$ cat src/rtl/mips_fetch_fetch.sv
`timescale 1ns/1ps
`default_nettype none
// ============================================================================
// Module   : mips_fetch_fetch
// Brief    : Instruction fetch stage with credit-limited issue, in-flight
//            address tracking, redirect flush and an instruction queue.
// Revision : 1.0 - initial release
// ============================================================================
module mips_fetch_fetch #(
    parameter int ADDR_W = 32,
    parameter int DATA_W = 32,
    parameter int DEPTH  = 2
) (
    input  logic              clk,
    input  logic              rst,
    input  logic [ADDR_W-1:0] i_pc_addr,
    input  logic              i_redirect,
    output logic              o_mem_req_valid,
    input  logic              i_mem_req_ready,
    output logic [ADDR_W-1:0] o_mem_req_addr,
    input  logic              i_mem_rsp_valid,
    input  logic [DATA_W-1:0] i_mem_rsp_data,
    output logic              o_pc_stall,
    output logic              o_inst_valid,
    output logic [DATA_W-1:0] o_inst_data,
    output logic [ADDR_W-1:0] o_inst_addr,
    input  logic              i_inst_ready
);

    localparam int               c_cnt_w = $clog2(DEPTH + 1);
    localparam int               c_ptr_w = (DEPTH > 1) ? $clog2(DEPTH) : 1;
    localparam logic [c_cnt_w:0] c_depth = (c_cnt_w + 1)'(DEPTH);

    logic [c_cnt_w-1:0] r_live;
    logic [c_cnt_w-1:0] r_discard;
    logic [c_cnt_w-1:0] r_occ;

    logic [c_ptr_w-1:0] r_af_wp;
    logic [c_ptr_w-1:0] r_af_rp;
    logic [c_ptr_w-1:0] r_iq_wp;
    logic [c_ptr_w-1:0] r_iq_rp;

    logic [ADDR_W-1:0]  r_af_mem  [DEPTH];
    logic [ADDR_W-1:0]  r_iq_addr [DEPTH];
    logic [DATA_W-1:0]  r_iq_data [DEPTH];

    logic [c_cnt_w:0]   w_credit_used;
    logic               w_issue;
    logic               w_rsp;
    logic               w_drop;
    logic               w_push;
    logic               w_deq;
    logic [c_cnt_w-1:0] w_live_nxt;
    logic [c_cnt_w-1:0] w_discard_nxt;
    logic [c_cnt_w-1:0] w_occ_nxt;

    function automatic logic [c_ptr_w-1:0] ptr_inc(input logic [c_ptr_w-1:0] p);
        return (p == c_ptr_w'(DEPTH - 1)) ? '0 : p + c_ptr_w'(1);
    endfunction

    // Queued entries stop counting against credit on a redirect: the queue is flushed at this edge.
    assign w_credit_used = {1'b0, r_live} + {1'b0, r_discard}
                         + (i_redirect ? '0 : {1'b0, r_occ});

    assign o_mem_req_valid = !rst && (w_credit_used < c_depth);
    assign o_mem_req_addr  = i_pc_addr;
    assign w_issue         = o_mem_req_valid && i_mem_req_ready;
    assign o_pc_stall      = !w_issue;

    assign w_rsp  = i_mem_rsp_valid && ((r_live != '0) || (r_discard != '0));
    assign w_drop = i_redirect || (r_discard != '0);
    assign w_push = w_rsp && !w_drop;

    assign o_inst_valid = !rst && (r_occ != '0);
    assign o_inst_addr  = r_iq_addr[r_iq_rp];
    assign o_inst_data  = r_iq_data[r_iq_rp];
    assign w_deq        = o_inst_valid && i_inst_ready;

    always_comb begin
        w_live_nxt    = r_live;
        w_discard_nxt = r_discard;
        w_occ_nxt     = r_occ;
        if (i_redirect) begin
            // Everything in flight becomes old-path; a same-cycle response retires one of them.
            w_live_nxt    = w_issue ? c_cnt_w'(1) : '0;
            w_discard_nxt = r_discard + r_live - c_cnt_w'(w_rsp);
            w_occ_nxt     = '0;
        end else begin
            if (w_rsp) begin
                if (r_discard != '0) begin
                    w_discard_nxt = r_discard - c_cnt_w'(1);
                end else begin
                    w_live_nxt = r_live - c_cnt_w'(1);
                end
            end
            if (w_issue) begin
                w_live_nxt = w_live_nxt + c_cnt_w'(1);
            end
            w_occ_nxt = r_occ + c_cnt_w'(w_push) - c_cnt_w'(w_deq);
        end
    end

    always_ff @(posedge clk or posedge rst) begin
        if (rst) begin
            r_live    <= '0;
            r_discard <= '0;
            r_occ     <= '0;
            r_af_wp   <= '0;
            r_af_rp   <= '0;
            r_iq_wp   <= '0;
            r_iq_rp   <= '0;
        end else begin
            r_live    <= w_live_nxt;
            r_discard <= w_discard_nxt;
            r_occ     <= w_occ_nxt;
            if (w_issue) begin
                r_af_wp <= ptr_inc(r_af_wp);
            end
            if (w_rsp) begin
                r_af_rp <= ptr_inc(r_af_rp);
            end
            if (i_redirect) begin
                r_iq_wp <= '0;
                r_iq_rp <= '0;
            end else begin
                if (w_push) begin
                    r_iq_wp <= ptr_inc(r_iq_wp);
                end
                if (w_deq) begin
                    r_iq_rp <= ptr_inc(r_iq_rp);
                end
            end
        end
    end

    // Storage arrays need no reset: occupancy counters gate every read.
    always_ff @(posedge clk) begin
        if (w_issue) begin
            r_af_mem[r_af_wp] <= i_pc_addr;
        end
        if (w_push) begin
            r_iq_addr[r_iq_wp] <= r_af_mem[r_af_rp];
            r_iq_data[r_iq_wp] <= i_mem_rsp_data;
        end
    end

endmodule
`default_nettype wire
$ cat config.mk
export PLATFORM = sky130hd
export DESIGN_NAME = mips_fetch_fetch
export DESIGN_NICKNAME = d
export VERILOG_FILES = /design/src/rtl/mips_fetch_fetch.sv
export SDC_FILE = /design/constraint.sdc
export NUM_CORES = 1
export LEC_CHECK = 0
export BUFFER_PORTS_ARGS = -buffer_cell sky130_fd_sc_hd__buf_2
export CAP_MARGIN = 20
export CORE_ASPECT_RATIO = 0.75
export CORE_MARGIN = 2
export CORE_UTILIZATION = 35
export DETAILED_ROUTE_END_ITERATION = 7
export PLACE_DENSITY = 0.57
export SYNTH_ARGS = -nofsm -noshare
export SYNTH_HDL_FRONTEND = slang
export SYNTH_SLANG_ARGS = --single-unit
$ cat constraint.sdc
create_clock -name clk -period 4.7 [get_ports clk]
set_input_delay 0.47 -clock clk [delete_from_list [all_inputs] [get_ports clk]]
set_output_delay 0.47 -clock clk [all_outputs]
set_load 0.03 [all_outputs]
==> qor.yml, run 1 <==
final_layout:
  seq_area_um2: 6021
  fill_cells: 1958
  fin_cells: 868
  area_delta_synth_final_pct: 20.93
  layout.nets: 639
  multiInputGateArea_um2: 1541
  diodes: 0
  drive_gt1_share_pct: 53.14
  postLayoutCoreUtil_pct: 43.15
floorplan:
  die_h_um: 133.9
  die_w_um: 177.1
  core_area_um2: 22050
  ioPinCount: 169
  start_util_pct: 35.68
  rows: 47
  dieArea_um2: 23710
timing:
  fmax_ghz: 0.3161
  drv_slew: 0
  period_needed_ps: 3164
  tightest_slew_ps: 950.0
  hold_violations: 0
  rsz0062_at_grt: "no"
  setup_violations: 0
  tns_ps: 0
  skew_ps: 9.063
  slew_headroom_pct: 36.67
  finalCritPeriodShare_pct: 67.31
power:
  combinationalPowerShare_pct: 17.1
  p_seq_share_pct: 49.0
  power_density_nw_per_um2: 500.9
  p_leak_nw: 3.460
  net-switching-power_mw: 1.238
  intPower_mw: 3.528
  p_sw_share_pct: 25.98
  clkPwrFrac_pct: 34.0
  vdd_drop_max_mv: 0.2737
placed_design:
  dpl.hpwl_um: 8975
  place_congestion: 0.7934
  placed_cells: 829
  portBuffers: 168
drt:
  post_drt_wl_per_cell_um: 16.81
  drt_iter0_markers: 178
  antenna_left: 0
  dr_total_vias: 3938
  drt_wl_total_um: 14590
  drc: 0
  vias_per_cell: 4.537
  dr.pass1.iters: 4
clock_network:
  cts_setup_buffers: 0
  cts.clk_slew.worst_paths_ps: 60
  clockBufferDepth: 3
  clk_latency_ps: 490
  cts_tree: "done"
  htreeDepth: 1
  numClockSinks: 202
  ctsRootBufferMaster: "clkbuf_16"
  cts_buffers: 21
hold_path:
  hp-start: "i_mem_rsp_data[25]"
  min_to: "r_iq_data[1][25]"
  min_path_cells: 1
  min_path_type: "input pin to flop"
synthesis:
  synth-main-ff-cell: "edfxtp_1"
  synthArstFlopShare_pct: 4.950
  synth_area_leaders: "edfxtp_1, mux2_2, dfrtp_1"
  synthCells: 408
  synth_top_area_cell: "edfxtp_1"
  yosysTopAreaCellShare_pct: 73.27
  ys_seq_elements: 202
  synth-seq-area-share_pct: 76.45
  synth_edf_count: 192
  synth_cell_types: 30
  synth_area_um2: 7869
  avgSynthCellArea_um2: 19.29
  yosysWarnings: 0
  syn_nets: 488
worst_setup_path:
  regToRegEndpoint: "r_af_mem[0][22]"
  startpoint: "r_live[1]"
  critPathSlowestCell: "fa_1"
  crit_family: "adder cells"
  cp_max_fo: 4
  reg2reg_slack_ps: 1560
  cp-end-kind: "output port"
  critical_path_required_ps: 4230
  r2r_start: "r_live[1]"
  rr_worst_depth: 9
  crit_type: "flop to output port"
  arrival_ps: 2690
  worst_path_largest_cell_delay_ps: 550
  start_kind: "flop"
  path_cells: "inv_1 > fa_1 > inv_1 > ha_1 > xnor2_1 > nor3_2 > nand2_1 > buf_2"
  cpMostUsedCell: "inv_1"
  path_buf_inv: 3
global_routing:
  grt_first_pass_wirelength_um: 21770
  gr-usage-all-layers_pct: 11.96
  antenna_found_initial: 0
  grt.overflow.total: 0
  grt_pass1_vias: 4024
  grt_start_max_net_pins: 66
job:
  maxCapViolCount: 0
run_status:
  status: "completed"
[logic make-up after synthesis]
logic type / count (synthesis) / share of synthesized area (%)
compound gates: 8 / 0.7474
xor+xnor: 13 / 1.447
fa+ha+maj: 10 / 1.686
buf+inv: 54 / 4.262
flops: 202 / 76.45
mux: 96 / 13.74
simple gates: 25 / 1.670
[cell usage after synthesis, types with 2 or more instances]
cell type and instances:
buf_2 10, edfxtp_1 192, xor2_1 3, mux2_2 96
nand2b_1 2, clkbuf_1 2, inv_1 10, ha_1 9
buf_4 32, nor2_1 9, xnor2_1 10, dfrtp_1 10
o21ai_0 2, nand2_1 5
[layout make-up]
type | instances | share of cell area, %
Timing Repair Buffer | 172 | 9.178
Tap cell | 294 | 3.866
Clock inverter | 7 | 0.9599
Inverter | 10 | 0.3945
Sequential cell | 202 | 63.27
Clock buffer | 31 | 6.128
Multi-Input combinational cell | 152 | 16.20
[registers in the layout, indices dropped and copies added, names as in the netlist, 2 cells and up]
signal and flops:
r_af_mem 64, r_discard 2, r_iq_addr 64, r_iq_data 64, r_live 2, r_occ 2
[metrics by stage]
step,worst slack (ps),instance area (um2),power (mW),hold slack [ps]
2_1_floorplan,265.7,7869,2.957,310.2
3_3_place_gp,1313,8831,3.165,522.4
3_5_place_dp,1240,8831,3.197,526.2
4_1_cts,1468,9515,4.837,146.2
5_1_grt,1288,9515,4.984,154.7
6_report,1536,9515,4.766,168.3
[cells in the final DEF (no fill, tap or decap), types with 3 or more instances in the layout]
cell type | netlist | final
edfxtp_1 | 192 | 192
buf_2 | 10 | 168
mux2_2 | 96 | 96
clkbuf_16 | 0 | 21
xnor2_1 | 10 | 10
inv_1 | 10 | 10
ha_1 | 9 | 9
clkbuf_1 | 2 | 8
dfrtp_1 | 10 | 8
nor2_1 | 9 | 6
nand2_1 | 5 | 5
nor2_4 | 0 | 3
xor2_1 | 3 | 3
buf_4 | 32 | 3
[how the worst max path moves through the flow]
| stage | to | slack [ps] | cells after the start |
|---|---|---|---|
| after floorplan | r_af_mem[0][0] | 270 | 9 |
| after global placement | r_af_mem[0][16] | 1310 | 10 |
| after detailed placement | r_af_mem[0][12] | 1240 | 10 |
| after CTS | r_af_mem[0][29] | 1470 | 9 |
| after global routing | r_af_mem[0][22] | 1290 | 9 |
| final | o_pc_stall | 1540 | 8 |
[metal layers]
metal / track usage, % / share of wire, % / up-vias / routed length [um]
met3: 2.636 / 7.3 / 20 / 1071
met2: 19.11 / 45 / 145 / 6584
met1: 16.79 / 46 / 1956 / 6659
li1: - / - / 1817 / -
met5: 0 / 0 / - / 0
met4: 2.709 / 1.9 / 0 / 276
[power groups by stage]
stage          Combinational (mW)  Sequential [mW]  Clock, mW
6_report                    0.814             2.33       1.62
5_1_grt                     0.890             2.36       1.74
4_1_cts                     0.825             2.34       1.67
3_5_place_dp                0.819             2.38          0
3_3_place_gp                0.796             2.37          0
2_1_floorplan               0.673             2.28          0
[repair_timing]
action | CTS | global route
hold buffers | 1 | 0
gates resized for setup | 0 | 0
hold endpoints to repair | 8 | 0
endpoints found under the setup margin | 0 | 0
Power figures use the tool's default switching activity.
==> run 2, diff against run 1 <==
==> constraint.sdc (replaced) <==
create_clock -name clk -period 2.8 [get_ports clk]
set_input_delay 0.28 -clock clk [delete_from_list [all_inputs] [get_ports clk]]
set_output_delay 0.28 -clock clk [all_outputs]
set_load 0.03 [all_outputs]
==> run 2 against run 1 <==
Worst hold slack got worse by 150 ps. Flip-flop and latch count is the same. Critical path depth did not move. Clock power is 70% higher. Die area stayed put. Final cell count up 7.6%. Combinational power increased by 95%. Power grew 73%. Cell area is 8.2% higher.
==> qor.yml, run 2 (same netlist as run 1, synthesis figures left out) <==
final_layout:
  final_common_cell: "edfxtp_1"
  stdcell_area_um2: 10290  # +8.2%
  drive_gt1_share_pct: 50.00  # -3.1 points
  top_regs: "r_af_mem: 64 flops, r_iq_addr: 64 flops, r_iq_data: 64 flops"
  area_delta_synth_final_pct: 30.83
  layout_common_cells: "edfxtp_1, buf_2, mux2_2"
  fill_cells: 1896  # -3.2%
  diodes: 0  # unchanged
  layout.nets: 705  # +10%
worst_setup_path:
  path_buf_inv: 3  # unchanged
  endpoint: "o_pc_stall"
  reg2reg_slack_ps: 230  # -1330 ps
  critPathSlowestCell: "fa_1"
  rr_worst_depth: 10  # +1
  crit_type: "flop to output port"
  crit_cells: 8  # unchanged
  path_cells: "inv_2 > fa_1 > inv_1 > ha_4 > xnor2_4 > nor3_4 > nand2_4 > buf_4"
  startpoint: "r_live[1]"
  cp_max_fo: 4  # unchanged
  cp-end-kind: "output port"
  crit_family: "adder cells"
  r2r_start: "r_live[1]"
  critical_path_required_ps: 2520  # -1710 ps
  regToRegEndpoint: "r_af_mem[0][26]"
  arrival_ps: 2400  # -290 ps
  start_kind: "flop"
  worst_path_largest_cell_delay_ps: 540  # about the same
timing:
  tns_ps: 0  # unchanged
  hold_violations: 0  # unchanged
  finalCritPeriodShare_pct: 95.80
  skew_ps: 11.28  # +2.219 ps
  rsz0062_at_grt: "no"
  period_needed_ps: 2682
  slew_headroom_pct: 44.67  # +8.0 points
  tightest_slew_ps: 829.9  # -120.1 ps
  drv_slew: 0  # unchanged
  setup_violations: 0  # unchanged
  fmax_ghz: 0.3728
power:
  combinationalPowerShare_pct: 19.2  # +2.1 points
  p_leak_nw: 3.788  # +9.5%
  p_sw_share_pct: 25.77  # -0.21 points
  intPower_mw: 6.117  # +73%
  clkPwrFrac_pct: 33.5  # -0.5 points
  vdd_drop_max_mv: 0.3936  # +44%
  power_density_nw_per_um2: 800.5  # +60%
  p_seq_share_pct: 47.2  # -1.8 points
  net-switching-power_mw: 2.124  # +72%
drt:
  antenna_left: 0  # unchanged
  dr_total_vias: 4188  # +6.3%
  post_drt_wl_per_cell_um: 16.26  # -3.3%
  drt_wl_total_um: 15190  # +4.1%
  dr.pass1.iters: 6  # +2
  drc: 0  # unchanged
  drt_iter0_markers: 268  # +51%
  vias_per_cell: 4.484  # -1.2%
clock_network:
  clk_latency_ps: 490  # about the same
  clockBufferDepth: 3  # unchanged
  cts_tree: "done"
  htreeDepth: 1  # unchanged
  numClockSinks: 202  # unchanged
  ctsRootBufferMaster: "clkbuf_16"
  cts.clk_slew.worst_paths_ps: 70  # about the same
  cts_buffers: 21  # unchanged
hold_path:
  min_path_type: "input pin to flop"
  hp-start: "i_pc_addr[23]"
global_routing:
  grt_first_pass_wirelength_um: 23340  # +7.2%
  grt.overflow.total: 0  # unchanged
  gr-usage-all-layers_pct: 12.77  # +0.81 points
  grt_pass1_vias: 4421  # +9.9%
  antenna_found_initial: 0  # unchanged
  grt_start_max_net_pins: 44  # -33%
floorplan:
  die_h_um: 133.9  # unchanged
  dieArea_um2: 23710  # unchanged
  die_w_um: 177.1  # unchanged
  rows: 47  # unchanged
  ioPinCount: 169  # unchanged
  core_area_um2: 22050  # unchanged
  start_util_pct: 35.68  # unchanged
placed_design:
  portBuffers: 168  # unchanged
  place_congestion: 0.7244  # -8.7%
  dpl.hpwl_um: 9277  # +3.4%
  place_area_um2: 8970  # +1.6%
run_status:
  status: "completed"
job:
  maxCapViolCount: 0  # unchanged
==> run 2: cell types whose count changed in the layout (fill, tap and decap cells not counted), sizes merged <==
cell,delta
clkinv,+4
clkinvlp,+1
buf,+8
dlygate4sd3,+58
bufinv,+1
clkbuf,-5
inv,-1
==> run 2: worst min path at each step <==
stage          cells after the start               to  slack [ps]
5_1_grt                            1  r_af_mem[0][23]           3
3_3_place_gp                       2         r_occ[1]         340
2_1_floorplan                      1          r_af_rp         120
3_5_place_dp                       2        r_live[1]         360
4_1_cts                            1  r_af_mem[1][15]         0.9
6_report                           1  r_af_mem[0][23]          20
==> run 2: repair_timing <==
action | CTS | global route
gates resized for setup | 0 | 4
cloned | 0 | 0
endpoints found under the setup margin | 1 | 2
endpoints found under the hold margin | 124 | 2
setup buffers | 0 | 4
pin swaps | 1 | 2
hold buffers | 58 | 1
==> run 2: layout make-up <==
class | instances | area, um2 | share of cell area [%]
Tap cell | 294 | 367.9 | 3.573
Timing Repair Buffer | 238 | 1579 | 15.34
Clock inverter | 12 | 137.6 | 1.337
Multi-Input combinational cell | 152 | 1598 | 15.52
Inverter | 10 | 37.54 | 0.3646
Sequential cell | 202 | 6021 | 58.48
Clock buffer | 26 | 554.3 | 5.384
==> run 2: through the flow <==
step / worst slack, ps / power, mW / hold WS, ps / cells / util (%)
after floorplan: -508.8 / 5.016 / 120.2 / 408 / -
after global placement: 238.7 / 5.379 / 344.8 / 833 / 40.68
after detailed placement: 178.4 / 5.441 / 363.5 / 833 / 40.68
after CTS: 17.75 / 8.322 / 0.9142 / 929 / 46.45
after global routing: 13.08 / 8.634 / 3.157 / 934 / 46.68
final: 117.5 / 8.241 / 21.56 / 934 / 46.68
==> run 2: worst reg2reg max path: stages (launching register included) <==
cell and delay [ps]:
dfrtp_1 390, inv_2 70, fa_1 540, inv_1 70, ha_4 180, xnor2_4 140
nor3_4 270, nand2_4 80, buf_4 150, nor2_4 120, buf_12 220
==> run 2: layer usage <==
metal  routed length [um]  vias up  GRT usage, %  share of wire [%]
met1                 6867     2057         17.25                 45
met4                  302        0         3.030                2.0
met2                 6988      151         21.03                 46
met5                    0        -             0                  0
li1                     -     1956             -                  -
met3                 1029       24         2.920                6.8
==> run 2: power by group through the flow <==
| stage | logic [mW] | clock network [mW] | registers, mW |
|---|---|---|---|
| 2_1_floorplan | 1.19 | 0 | 3.83 |
| 3_3_place_gp | 1.43 | 0 | 3.95 |
| 3_5_place_dp | 1.48 | 0 | 3.96 |
| 4_1_cts | 1.55 | 2.87 | 3.90 |
| 5_1_grt | 1.73 | 2.98 | 3.93 |
| 6_report | 1.59 | 2.76 | 3.89 |
==> run 3, diff against run 2 <==
--- a/config.mk
+++ b/config.mk
@@ -9,9 +9,9 @@
 export CAP_MARGIN = 20
 export CORE_ASPECT_RATIO = 0.75
 export CORE_MARGIN = 2
-export CORE_UTILIZATION = 35
+export CORE_UTILIZATION = 28
 export DETAILED_ROUTE_END_ITERATION = 7
-export PLACE_DENSITY = 0.57
+export PLACE_DENSITY = 0.48
 export SYNTH_ARGS = -nofsm -noshare
 export SYNTH_HDL_FRONTEND = slang
 export SYNTH_SLANG_ARGS = --single-unit
==> run 3 against run 2 <==
Non-clock buffer count increased by 3. Final cell count grew 7.3%. Critical path depth fell by 1. Power is 2.5% higher. Sequential power about the same. Die area is 24% higher. Utilization is 9.2 points lower. Worst setup slack better by 27 ps. Register-to-register slack gained 110 ps. Flip-flop and latch count did not move.
==> qor.yml, run 3 (same netlist as run 1, synthesis figures left out) <==
floorplan:
  rows: 53  # +13%
  die_h_um: 149.2  # +11%
  die_w_um: 197.6  # +12%
  dieArea_um2: 29470  # +24%
  start_util_pct: 28.25  # -7.4 points
  ioPinCount: 169  # unchanged
  core_area_um2: 27850  # +26%
worst_setup_path:
  reg2reg_slack_ps: 340  # +110 ps
  crit_type: "flop to output port"
  cp_max_fo: 4  # unchanged
  cpMostUsedCell: "inv_1"
  critical_path_required_ps: 2520  # about the same
  worst_path_largest_cell_delay_ps: 550  # about the same
  start_kind: "flop"
  critPathSlowestCell: "fa_1"
  path_cells: "inv_1 > fa_1 > inv_1 > ha_2 > nor3_4 > nand2_4 > buf_4"
  arrival_ps: 2380  # -20 ps
  cp-end-kind: "output port"
clock_network:
  cts_tree: "done"
  htreeDepth: 1  # unchanged
  cts_buffers: 22  # +4.8%
  ctsRootBufferMaster: "clkbuf_16"
  numClockSinks: 202  # unchanged
  clockBufferDepth: 3  # unchanged
  cts.clk_slew.worst_paths_ps: 60  # about the same
  clk_latency_ps: 500  # about the same
hold_path:
  min_path_type: "input pin to flop"
drt:
  drt_wl_total_um: 16080  # +5.9%
  post_drt_wl_per_cell_um: 16.04  # -1.3%
  drc: 0  # unchanged
  vias_per_cell: 4.164  # -7.1%
  dr.pass1.iters: 4  # -2
  drt_iter0_markers: 105  # -61%
  dr_total_vias: 4172  # -0.38%
  antenna_left: 0  # unchanged
timing:
  finalCritPeriodShare_pct: 94.82  # -0.98 points
  drv_slew: 0  # unchanged
  hold_violations: 0  # unchanged
  fmax_ghz: 0.3766  # +1.0%
  tightest_slew_ps: 944.6  # +114.7 ps
  timing.final.ws_setup_ps: 144.9  # +27.44 ps
  setup_violations: 0  # unchanged
  period_needed_ps: 2655  # -27.44 ps
  skew_ps: 8.393  # -2.889 ps
  rsz0062_at_grt: "no"
  slew_headroom_pct: 37.02  # -7.6 points
  tns_ps: 0  # unchanged
final_layout:
  area_delta_synth_final_pct: 32.82
  layout.nets: 709  # +0.57%
  top_regs: "r_af_mem: 64 flops, r_iq_addr: 64 flops, r_iq_data: 64 flops"
  final_common_cell: "edfxtp_1"
  postLayoutCoreUtil_pct: 37.52  # -9.2 points
  drive_gt1_share_pct: 49.46  # -0.54 points
  stdcell_area_um2: 10450  # +1.5%
  diodes: 0  # unchanged
  fin_cells: 1002  # +7.3%
  layout_common_cells: "edfxtp_1, buf_2, mux2_2"
  fill_cells: 2615  # +38%
global_routing:
  grtUsageMet1_pct: 13.49  # -3.8 points
  antenna_found_initial: 0  # unchanged
  grt_pass1_vias: 4506  # +1.9%
  gr-usage-all-layers_pct: 10.74  # -2.0 points
  grt_util_met2_pct: 18.29  # -2.7 points
  top_usage_layer: "met2"
  met3_usage_pct: 2.645  # -0.27 points
  grt.overflow.total: 0  # unchanged
  grt_first_pass_wirelength_um: 24210  # +3.7%
  grt_start_max_net_pins: 66  # +50%
run_status:
  status: "completed"
placed_design:
  place_area_um2: 9029  # +0.66%
  placed_cells: 895  # +7.4%
  place_ws_ps: 263.3  # +84.93 ps
  place_congestion: 0.7577  # +4.6%
  dpl.hpwl_um: 9426  # +1.6%
  portBuffers: 168  # unchanged
job:
  maxCapViolCount: 0  # unchanged
power:
  power_density_nw_per_um2: 808.1  # +0.95%
  vdd_drop_max_mv: 0.3543  # -10%
  p_leak_nw: 3.810  # +0.59%
## run 3: cell type report
type                       instances  area [um2]  area share (%)
tap                              357       446.7           4.274
inverter                          10       37.54          0.3592
clock inverter                    15       195.2           1.868
sequential                       202        6021           57.61
clock buffer                      25       561.8           5.375
timing repair buffer             241        1602           15.32
multi-input combinational        152        1588           15.19
## run 3: path summary, 6_finish.rpt
kind,end,startpoint,cells after the start
worst max-delay path,o_pc_stall,r_live[1],7
worst min-delay path,r_af_mem[0][23],i_pc_addr[23],1
worst max register to register,r_live[1],r_live[1],8
worst min register to register,r_af_wp,r_af_wp,1
max in group asynchronous,r_iq_rp,rst,3
min in group asynchronous,r_occ[0],rst,3
## run 3: metrics by stage
stage          hold slack, ps  power [mW]
2_1_floorplan           120.2       5.016
3_3_place_gp            358.0       5.396
3_5_place_dp            366.5       5.448
4_1_cts                 22.80       8.580
5_1_grt                 28.72       8.844
6_report                56.50       8.446
## run 3: per-layer routing
metal,vias to the layer above,wire length [um]
met5,-,0
met4,0,463
met3,38,908
met2,145,7628
met1,2028,7077
li1,1961,-
## run 3: timing repair
item,CTS,global route
hold endpoints to repair,136,0
endpoints found under the setup margin,2,2
setup buffers,1,2
pin swaps,1,1
resized for setup,0,2
cloned,0,0
hold buffers,64,0
## run 3: power breakdown
group | switching (mW) | internal, mW
registers | 0.198 | 3.70
logic | 0.839 | 0.711
clock network | 1.17 | 1.82
total | 2.21 | 6.24
## run 3: worst max-delay path: cells and delay by family, from the launching register on
family / cells / cell delay, ps
simple gates: 2 / 350
buf+inv: 3 / 320
flops: 1 / 350
fa+ha+maj: 2 / 860
